<file path="src/rtl/sreg_piso_tx.sv">
// Parallel-in serial-out transmitter: start bit 0, WIDTH data bits, stop bit 1.
// Ports: sys_clk, sys_rst_n (async, active-high), din/din_valid/din_ready in, sout/busy/done out.
module sreg_piso_tx #(
  parameter int WIDTH      = 8,
  parameter int BIT_CYCLES = 1,
  parameter bit MSB_FIRST  = 1'b1
) (
  input  logic             sys_clk,
  input  logic             sys_rst_n,
  input  logic [WIDTH-1:0] din,
  input  logic             din_valid,
  output logic             din_ready,
  output logic             sout,
  output logic             busy,
  output logic             done
);

  localparam int CW = (BIT_CYCLES > 1) ? $clog2(BIT_CYCLES) : 1;
  localparam int NW = (WIDTH > 1) ? $clog2(WIDTH) : 1;

  localparam logic [CW-1:0] CYC_LAST = CW'(BIT_CYCLES - 1);
  localparam logic [NW-1:0] BIT_LAST = NW'(WIDTH - 1);

  localparam logic [1:0] IDLE  = 2'd0;
  localparam logic [1:0] START = 2'd1;
  localparam logic [1:0] DATA  = 2'd2;
  localparam logic [1:0] STOP  = 2'd3;

  logic [1:0]       state;
  logic [1:0]       state_nx;
  logic [CW-1:0]    cyc;
  logic [CW-1:0]    cyc_nx;
  logic [NW-1:0]    bitn;
  logic [NW-1:0]    bitn_nx;
  logic [WIDTH-1:0] shreg;
  logic [WIDTH-1:0] shreg_nx;
  logic [WIDTH-1:0] shifted;
  logic             sout_nx;
  logic             busy_nx;
  logic             ready_nx;
  logic             done_nx;
  logic             bit_end;
  logic             head;

  assign bit_end = (cyc == CYC_LAST);

  // The next bit to send always sits at the head end of shreg;
  // it is consumed by shifting toward that end.
  assign head    = MSB_FIRST ? shreg[WIDTH-1] : shreg[0];
  assign shifted = MSB_FIRST ? (shreg << 1) : (shreg >> 1);

  always_comb begin
    state_nx = state;
    cyc_nx   = cyc;
    bitn_nx  = bitn;
    shreg_nx = shreg;
    sout_nx  = sout;
    ready_nx = din_ready;
    done_nx  = 1'b0;

    if (state != IDLE) begin
      cyc_nx = bit_end ? '0 : cyc + 1'b1;
    end

    unique case (state)
      IDLE: begin
        ready_nx = 1'b1;
        sout_nx  = 1'b1;
        if (din_valid && din_ready) begin
          state_nx = START;
          shreg_nx = din;
          sout_nx  = 1'b0;
          ready_nx = 1'b0;
          cyc_nx   = '0;
        end
      end
      START: begin
        if (bit_end) begin
          state_nx = DATA;
          bitn_nx  = '0;
          sout_nx  = head;
          shreg_nx = shifted;
        end
      end
      DATA: begin
        if (bit_end) begin
          if (bitn == BIT_LAST) begin
            state_nx = STOP;
            sout_nx  = 1'b1;
          end else begin
            bitn_nx  = bitn + 1'b1;
            sout_nx  = head;
            shreg_nx = shifted;
          end
        end
      end
      STOP: begin
        if (bit_end) begin
          state_nx = IDLE;
          done_nx  = 1'b1;
          ready_nx = 1'b1;
        end
      end
      default: begin
        state_nx = IDLE;
      end
    endcase

    busy_nx = (state_nx != IDLE);
  end

  always_ff @(posedge sys_clk or posedge sys_rst_n) begin
    if (sys_rst_n) begin
      state     <= IDLE;
      cyc       <= '0;
      bitn      <= '0;
      shreg     <= '0;
      sout      <= 1'b1;
      busy      <= 1'b0;
      din_ready <= 1'b0;
      done      <= 1'b0;
    end else begin
      state     <= state_nx;
      cyc       <= cyc_nx;
      bitn      <= bitn_nx;
      shreg     <= shreg_nx;
      sout      <= sout_nx;
      busy      <= busy_nx;
      din_ready <= ready_nx;
      done      <= done_nx;
    end
  end

endmodule

</file>
<file path="config.mk">
export PLATFORM = sky130hd
export DESIGN_NAME = sreg_piso_tx
export DESIGN_NICKNAME = d
export VERILOG_FILES = /design/src/rtl/sreg_piso_tx.sv
export SDC_FILE = /design/constraint.sdc
export NUM_CORES = 1
export LEC_CHECK = 0
export BUFFER_PORTS_ARGS = -buffer_cell sky130_fd_sc_hd__clkbuf_2
export CORE_MARGIN = 2
export CORE_UTILIZATION = 30
export DETAILED_ROUTE_END_ITERATION = 7
export PLACE_DENSITY = 0.47
export SLEW_MARGIN = 30
export SYNTH_ARGS = -nofsm -noshare
export SYNTH_HDL_FRONTEND = slang
export SYNTH_SLANG_ARGS = --single-unit
</file>
<file path="constraint.sdc">
create_clock -name sys_clk -period 2.8 [get_ports sys_clk]
set_input_delay 0.14 -clock sys_clk [delete_from_list [all_inputs] [get_ports sys_clk]]
set_output_delay 0.14 -clock sys_clk [all_outputs]
set_load 0.1 [all_outputs]
</file>
==> run_results.csv, run 1 <==
group,metric,value,unit
run_status,run_status,"complete, no violations",
detailed_routing,post_drt_wl_per_cell,10.64,um
worst_setup_path,r2r_cells,6,
clock_tree,clock-root-buffer,"clkbuf_4",
cells_and_area,multiInputGateArea,479.2,um2
clock_tree,cts_made_buffers,3,
sta,finalSetupViolCount,0,
clock_tree,cts_tree,"yes",
sta,setup_slack,1117,ps
grt,grt_pass1_vias,664,
yosys,async_flop_share,100.0,%
yosys,ys_seq_area_share,45.99,%
yosys,yosys-mux-area-fraction,8.280,%
clock_tree,clk_pin_slew,100,ps
grt,grtUsageTotal,10.34,%
cells_and_area,antenna_cells,0,
sta,setup_tns,0,ps
die,die_height,61.22,um
yosys,synth_fa_ha_area_share,8.917,%
clock_tree,cts_num_sinks,18,
placement,globalplace.congestion,0.7746,
yosys,synth_compound_area_share,17.58,%
pwr,power.leakage,0.5403,nW
cells_and_area,ff_latch_area,451.7,um2
worst_setup_path,crit_arrival,1860,ps
sta,timing.final.hold_violations,0,
worst_setup_path,worstPathCellList,"inv_1 -> ha_1 -> o21ai_4 -> o2111ai_4 -> nand2_1 -> o21ai_2",
worst_setup_path,startpoint,"state[0]",
placement,dp_hpwl,1269,um
run,drv_cap,0,
detailed_routing,vias,700,
yosys,synth-xor-area-share,0,%
worst_setup_path,crit_path_end_kind,"register",
yosys,yosysTopAreaCellShare,43.31,%
worst_setup_path,r2r_start,"state[0]",
sta,slew_headroom,51.64,%
die,start_util,31.91,%
die,core-area,0.003078,mm2
clock_tree,clk_path_buf_depth,2,
die,io_pins,15,
placement,io_buffer_count,14,
sta,min_period,1683,ps
yosys,yosys_warnings,0,
yosys,synthSimpleGateAreaFrac,14.01,%
worst_setup_path,path_buf_inv,1,
pwr,peakVddDrop,335.3,uV
yosys,synth_top_family_by_area,"compound AO/OA/AOI/OAI gates",
hold_path,hold-path-cell-count,3,
hold_path,hold_class,"in -> reg",
worst_setup_path,cp_slowest_cell,"dfrtp_1",
detailed_routing,drc,0,
sta,clock_skew,1.496,ps
yosys,syn_inst,98,
clock_tree,htree_levels,1,
yosys,syn_nets,116,
grt,antenna_found_initial,0,
sta,maxSlewViolCount,0,
cells_and_area,nets,132,
yosys,synthTopCellsByArea,"dfrtp_1, ha_1, mux2i_1",
worst_setup_path,cp.depth,6,
worst_setup_path,slowest_delay,390,ps
hold_path,min_from,"din[0]",
cells_and_area,post-route-util,36.42,%
cells_and_area,fin_area,0.001121,mm2
die,die_x,61.22,um
placement,preCtsSetupSlack,1098,ps
clock_tree,clock_insertion_delay_worst_skew,290,ps
detailed_routing,ant_nets,0,
detailed_routing,drt_iter0_drc,69,
worst_setup_path,cp_top_family,"compound AO/OA/AOI/OAI gates",
detailed_routing,drt_pass1_iterations,4,
worst_setup_path,startpoint_type,"register",
pwr,p_per_area,1100,mW/mm2
yosys,synth_edf_count,0,
worst_setup_path,worstPathMaxFanout,16,
yosys,synth.distinct_cells,27,
detailed_routing,postRouteWirelength,1671,um
cells_and_area,areaGrowthSynthToFinish,14.14,%
worst_setup_path,critical_path_class,"reg -> reg",
sta,fmax,0.5940,GHz
yosys,synth-main-ff-cell,"dfrtp_1",
die,design.die.area,0.003748,mm2
sta,rsz0062_at_grt,"no",
detailed_routing,via_per_inst,4.459,
sta,whs,77.79,ps
worst_setup_path,required,2980,ps
yosys,synth.cell_area,982.2,um2
sta,worstMarginPinSlew,724.6,ps
grt,grt_overflow_total,0,
yosys,synth_top_cell_by_area,"dfrtp_1",
sta,timing.final.crit_share,60.12,%
cells_and_area,fillCellCount,334,
die,rows,20,
grt,grt_pass1_wl,2835,um
placement,postPlaceCellArea,0.001075,mm2
clock_tree,cts-resized-gates,0,
yosys,synth-seq-cells,18,
grt,grt_start_max_net_pins,19,
cells_and_area,drive_gt1_share,21.24,%
yosys,avgSynthCellArea,10.02,um2
-- per-stage QoR --
stage	instances	power (mW)
2_1_floorplan	98	1.000
3_3_place_gp	152	1.084
3_5_place_dp	152	1.090
4_1_cts	157	1.256
5_1_grt	157	1.344
6_report	157	1.233
-- repair_timing --
item | CTS | global route
hold endpoints to repair | 17 | 0
setup buffers | 0 | 0
hold buffers | 1 | 0
-- path summary, 6_finish.rpt --
path / to / slack, ps
setup / recovery: shreg[1] / 1120
hold / removal: shreg[0] / 80
setup reg to reg: shreg[1] / 1120
hold reg to reg: shreg[1] / 490
max in group asynchronous: din_ready / 1860
min in group asynchronous: shreg[1] / 480
-- state kept, by name (all words and copies together) (netlist names) --
register	count
shreg	8
bitn	3
din_ready	1
state	2
cyc	1
sout	1
busy	1
done	1
-- layer usage --
| metal | track usage, % | share of wire (%) | vias up | wire length [um] |
|---|---|---|---|---|
| li1 | - | - | 362 | - |
| met1 | 13.43 | 49 | 323 | 825 |
| met2 | 16.26 | 46 | 15 | 765 |
| met3 | 4.412 | 4.8 | 0 | 80 |
| met4 | 1.863 | 0 | 0 | 0 |
| met5 | 0 | 0 | - | 0 |
-- where the power goes --
group | internal, mW | total (mW) | switching [mW] | leakage (nW)
registers | 0.365 | 0.416 | 0.0506 | 0.227
clock network | 0.0793 | 0.161 | 0.0813 | 0.0210
logic | 0.215 | 0.656 | 0.442 | 0.292
-- layout by cell type, fill, tap and decap left out, types with 2 or more instances in the layout --
cell / count
clkbuf_2: 14
mux2i_1: 7
dfrtp_1: 17
o21ai_1: 7
clkbuf_4: 3
o21ai_2: 2
o21ai_0: 6
nand2_1: 17
inv_1: 5
nor2_1: 8
ha_1: 7
a21oi_1: 3
-- logic make-up (layout without fill, tap and decap cells) --
family	Yosys count	in the layout
adder cells (fa/ha/maj)	7	7
multiplexers	8	8
buffers and inverters	9	24
flip-flops	18	18
AO/OA/AOI/OAI	24	24
AND/OR/NAND/NOR	32	32
-- final cells by class --
cell class	instances	share of cell area, %
clock buffer	4	3.237
multi-input combinational	71	42.75
sequential	18	40.29
inverter	5	1.674
tap	44	4.911
timing repair buffer	15	7.143
-- cells in the mapped netlist, types with 2 or more instances --
cell	count
o21ai_2	2
o21ai_0	6
mux2i_1	7
nor2_1	8
inv_1	5
buf_6	2
o21ai_1	7
dfrtp_1	17
ha_1	7
nand2_1	17
buf_2	2
a21oi_1	3
-- worst reg2reg max path: cells and delay by family, from the launching register on --
| kind | cells | cell delay [ps] |
|---|---|---|
| compound gates | 3 | 570 |
| flops | 1 | 390 |
| buf+inv | 1 | 100 |
| fa+ha+maj | 1 | 350 |
| simple gates | 1 | 170 |
Note: power is estimated with default switching activity, not from simulation.
==> run 2: changes to the inputs <==
- ABC_AREA: default -> 1
- PLACE_DENSITY: 0.47 -> 0.46
- clock period: 2.8 -> 1.57 ns (I/O delays scaled with it)
==> run_results.csv, run 2 <==
group,metric,value,unit
run_status,run_status,"complete, no violations",
yosys,synth-seq-cells,18,
cells_and_area,multiInputGateArea,531.8,um2
clock_tree,clk_path_buf_depth,2,
sta,rsz0062_at_grt,"yes",
yosys,yosys_warnings,0,
die,rows,21,
grt,grt_start_max_net_pins,14,
worst_setup_path,critical_path_class,"reg -> reg",
yosys,yosysTopAreaCellShare,41.46,%
cells_and_area,layout_common_cells,"nand2_1, dfrtp_1, clkbuf_2, inv_1, buf_4",
worst_setup_path,worstPathMaxFanout,10,
cells_and_area,top_register,"shreg",
detailed_routing,vias,889,
sta,setup_tns,0,ps
grt,grt_pass1_wl,3739,um
worst_setup_path,crit_path_end_kind,"register",
yosys,async_flop_share,100.0,%
yosys,synth.distinct_cells,18,
detailed_routing,post_drt_wl_per_cell,10.65,um
placement,globalplace.congestion,0.7256,
sta,finalSetupViolCount,0,
die,die_x,62.48,um
cells_and_area,antenna_cells,0,
cells_and_area,largest_reg_flops,8,
clock_tree,cts_made_buffers,3,
yosys,syn_nets,151,
worst_setup_path,slowest_delay,390,ps
cells_and_area,nets,179,
sta,slew_headroom,64.01,%
grt,grtUsageTotal,11.86,%
run,drv_cap,0,
clock_tree,htree_levels,1,
yosys,synth_top_cell_by_area,"dfrtp_1",
die,core-area,0.003311,mm2
placement,dp_hpwl,1612,um
yosys,avgSynthCellArea,7.714,um2
detailed_routing,drt_pass1_iterations,4,
detailed_routing,drc,0,
cells_and_area,fillCellCount,360,
yosys,synth_most_common_cell,"nand2_1",
detailed_routing,drt_iter0_drc,31,
clock_tree,cts_num_sinks,18,
cells_and_area,ff_latch_area,452.9,um2
worst_setup_path,startpoint_type,"register",
cells_and_area,drive_gt1_share,23.75,%
grt,antenna_found_initial,0,
clock_tree,clock_insertion_delay_worst_skew,300,ps
clock_tree,clk_pin_slew,120,ps
cells_and_area,top_regs,"shreg x8, bitn x3, state x2",
die,start_util,30.99,%
sta,maxSlewViolCount,0,
sta,min_period,1465,ps
yosys,synth.cell_area,0.001026,mm2
grt,grt_overflow_total,0,
yosys,netlist_top_cells_count,"nand2_1, dfrtp_1, o21ai_0",
placement,io_buffer_count,14,
sta,timing.final.crit_share,93.32,%
sta,worstMarginPinSlew,539.3,ps
detailed_routing,via_per_inst,4.316,
sta,fmax,0.6825,GHz
pwr,peakVddDrop,729.0,uV
pwr,power.leakage,0.6992,nW
cells_and_area,layout_commonest_cell,"nand2_1",
pwr,p_per_area,2181,mW/mm2
detailed_routing,postRouteWirelength,2194,um
sta,timing.final.hold_violations,0,
worst_setup_path,required,1790,ps
yosys,syn_inst,133,
sta,whs,45.45,ps
die,design.die.area,0.003904,mm2
yosys,synth-main-ff-cell,"dfrtp_1",
hold_path,hold_class,"in -> reg",
sta,clock_skew,6.334,ps
worst_setup_path,worstPathCellList,"buf_4 -> ha_2 -> o21ai_4 -> nand2_4 -> nor2_8 -> nand2_1 -> o21ai_0",
clock_tree,clock-root-buffer,"clkbuf_4",
worst_setup_path,cp_slowest_cell,"dfrtp_1",
die,die_height,62.48,um
worst_setup_path,crit_arrival,1690,ps
die,io_pins,15,
clock_tree,cts_tree,"yes",
yosys,synth_edf_count,0,
yosys,ys_seq_area_share,44.02,%
detailed_routing,ant_nets,0,
grt,grt_pass1_vias,851,
yosys,synthTopCellsByArea,"dfrtp_1, nand2_1, ha_1",
cells_and_area,areaGrowthSynthToFinish,23.90,%
## run 2: changes by cell type after synthesis, moves of 2 or more
cell,delta
nand3_1,+3
o21ai_0,+8
nor2_1,-2
mux2i_1,-7
nand2_1,+46
inv_1,+6
o21ai_1,-7
buf_2,-2
o21ai_2,-2
a21oi_1,-2
## run 2: worst paths after layout
path | start | end | slack (ps) | cells after the start
worst max-delay path | state[0] | shreg[6] | 100 | 7
worst max register to register | state[0] | shreg[6] | 100 | 7
worst min-delay path | din[0] | shreg[0] | 50 | 5
worst min register to register | sout | sout | 480 | 2
max in group asynchronous | sys_rst_n | shreg[6] | 730 | 4
min in group asynchronous | sys_rst_n | bitn[1] | 330 | 3
## run 2: cell families (layout without fill, tap and decap cells)
kind of cell / Yosys count / count (layout) / synth area share, %
compound gates: 17 / 17 / 9.756
fa+ha+maj: 7 / 7 / 8.536
buf+inv: 14 / 40 / 6.219
flops: 18 / 18 / 44.03
simple gates: 77 / 78 / 31.46
## run 2: metal layers
layer	vias up	GRT usage [%]	share of wire (%)	wire, um
met5	-	0	0	0
met4	0	4.167	0.87	19
li1	470	-	-	-
met3	2	2.162	2.6	57
met2	10	20.70	51	1127
met1	407	14.61	45	989
## run 2: layout make-up
cell class	instances	area share, %
multi-input cells	102	41.83
clock buffers	4	2.854
repair buffers	24	11.61
flip-flops and latches	18	35.63
well taps	46	4.528
inverters	12	3.543
## run 2: timing repair
item                                    in CTS  in global routing
gates resized for setup                      0                  9
hold buffers                                 1                  0
hold endpoints to repair                    11                  0
buffers inserted                             0                  3
endpoints found under the setup margin       0                  9
## run 2: stage by stage
stage / cell area (um2) / total power, mW / worst slack, ps / utilization [%] / std cells
CTS: 1227 / 2.726 / 53.16 / 37.07 / 202
global route: 1271 / 3.042 / -4.081 / 38.40 / 206
global placement: 1181 / 2.411 / 99.85 / 35.68 / 197
floorplan: 1027 / 2.034 / 103.0 / - / 133
finish: 1271 / 2.772 / 104.9 / 38.40 / 206
detailed placement: 1181 / 2.419 / 89.17 / 35.68 / 197
## run 2: critical path, delay by kind of cell (launching register included)
| kind | cells | cell delay (ps) |
|---|---|---|
| flops | 1 | 390 |
| simple gates | 3 | 360 |
| compound gates | 2 | 290 |
| fa+ha+maj | 1 | 210 |
| buf+inv | 1 | 140 |
## run 2: power breakdown
part / total [mW] / switching [mW] / internal (mW)
Clock: 0.299 / 0.158 / 0.141
Combinational: 1.72 / 1.18 / 0.540
Sequential: 0.755 / 0.0876 / 0.668
Total: 2.77 / 1.42 / 1.35
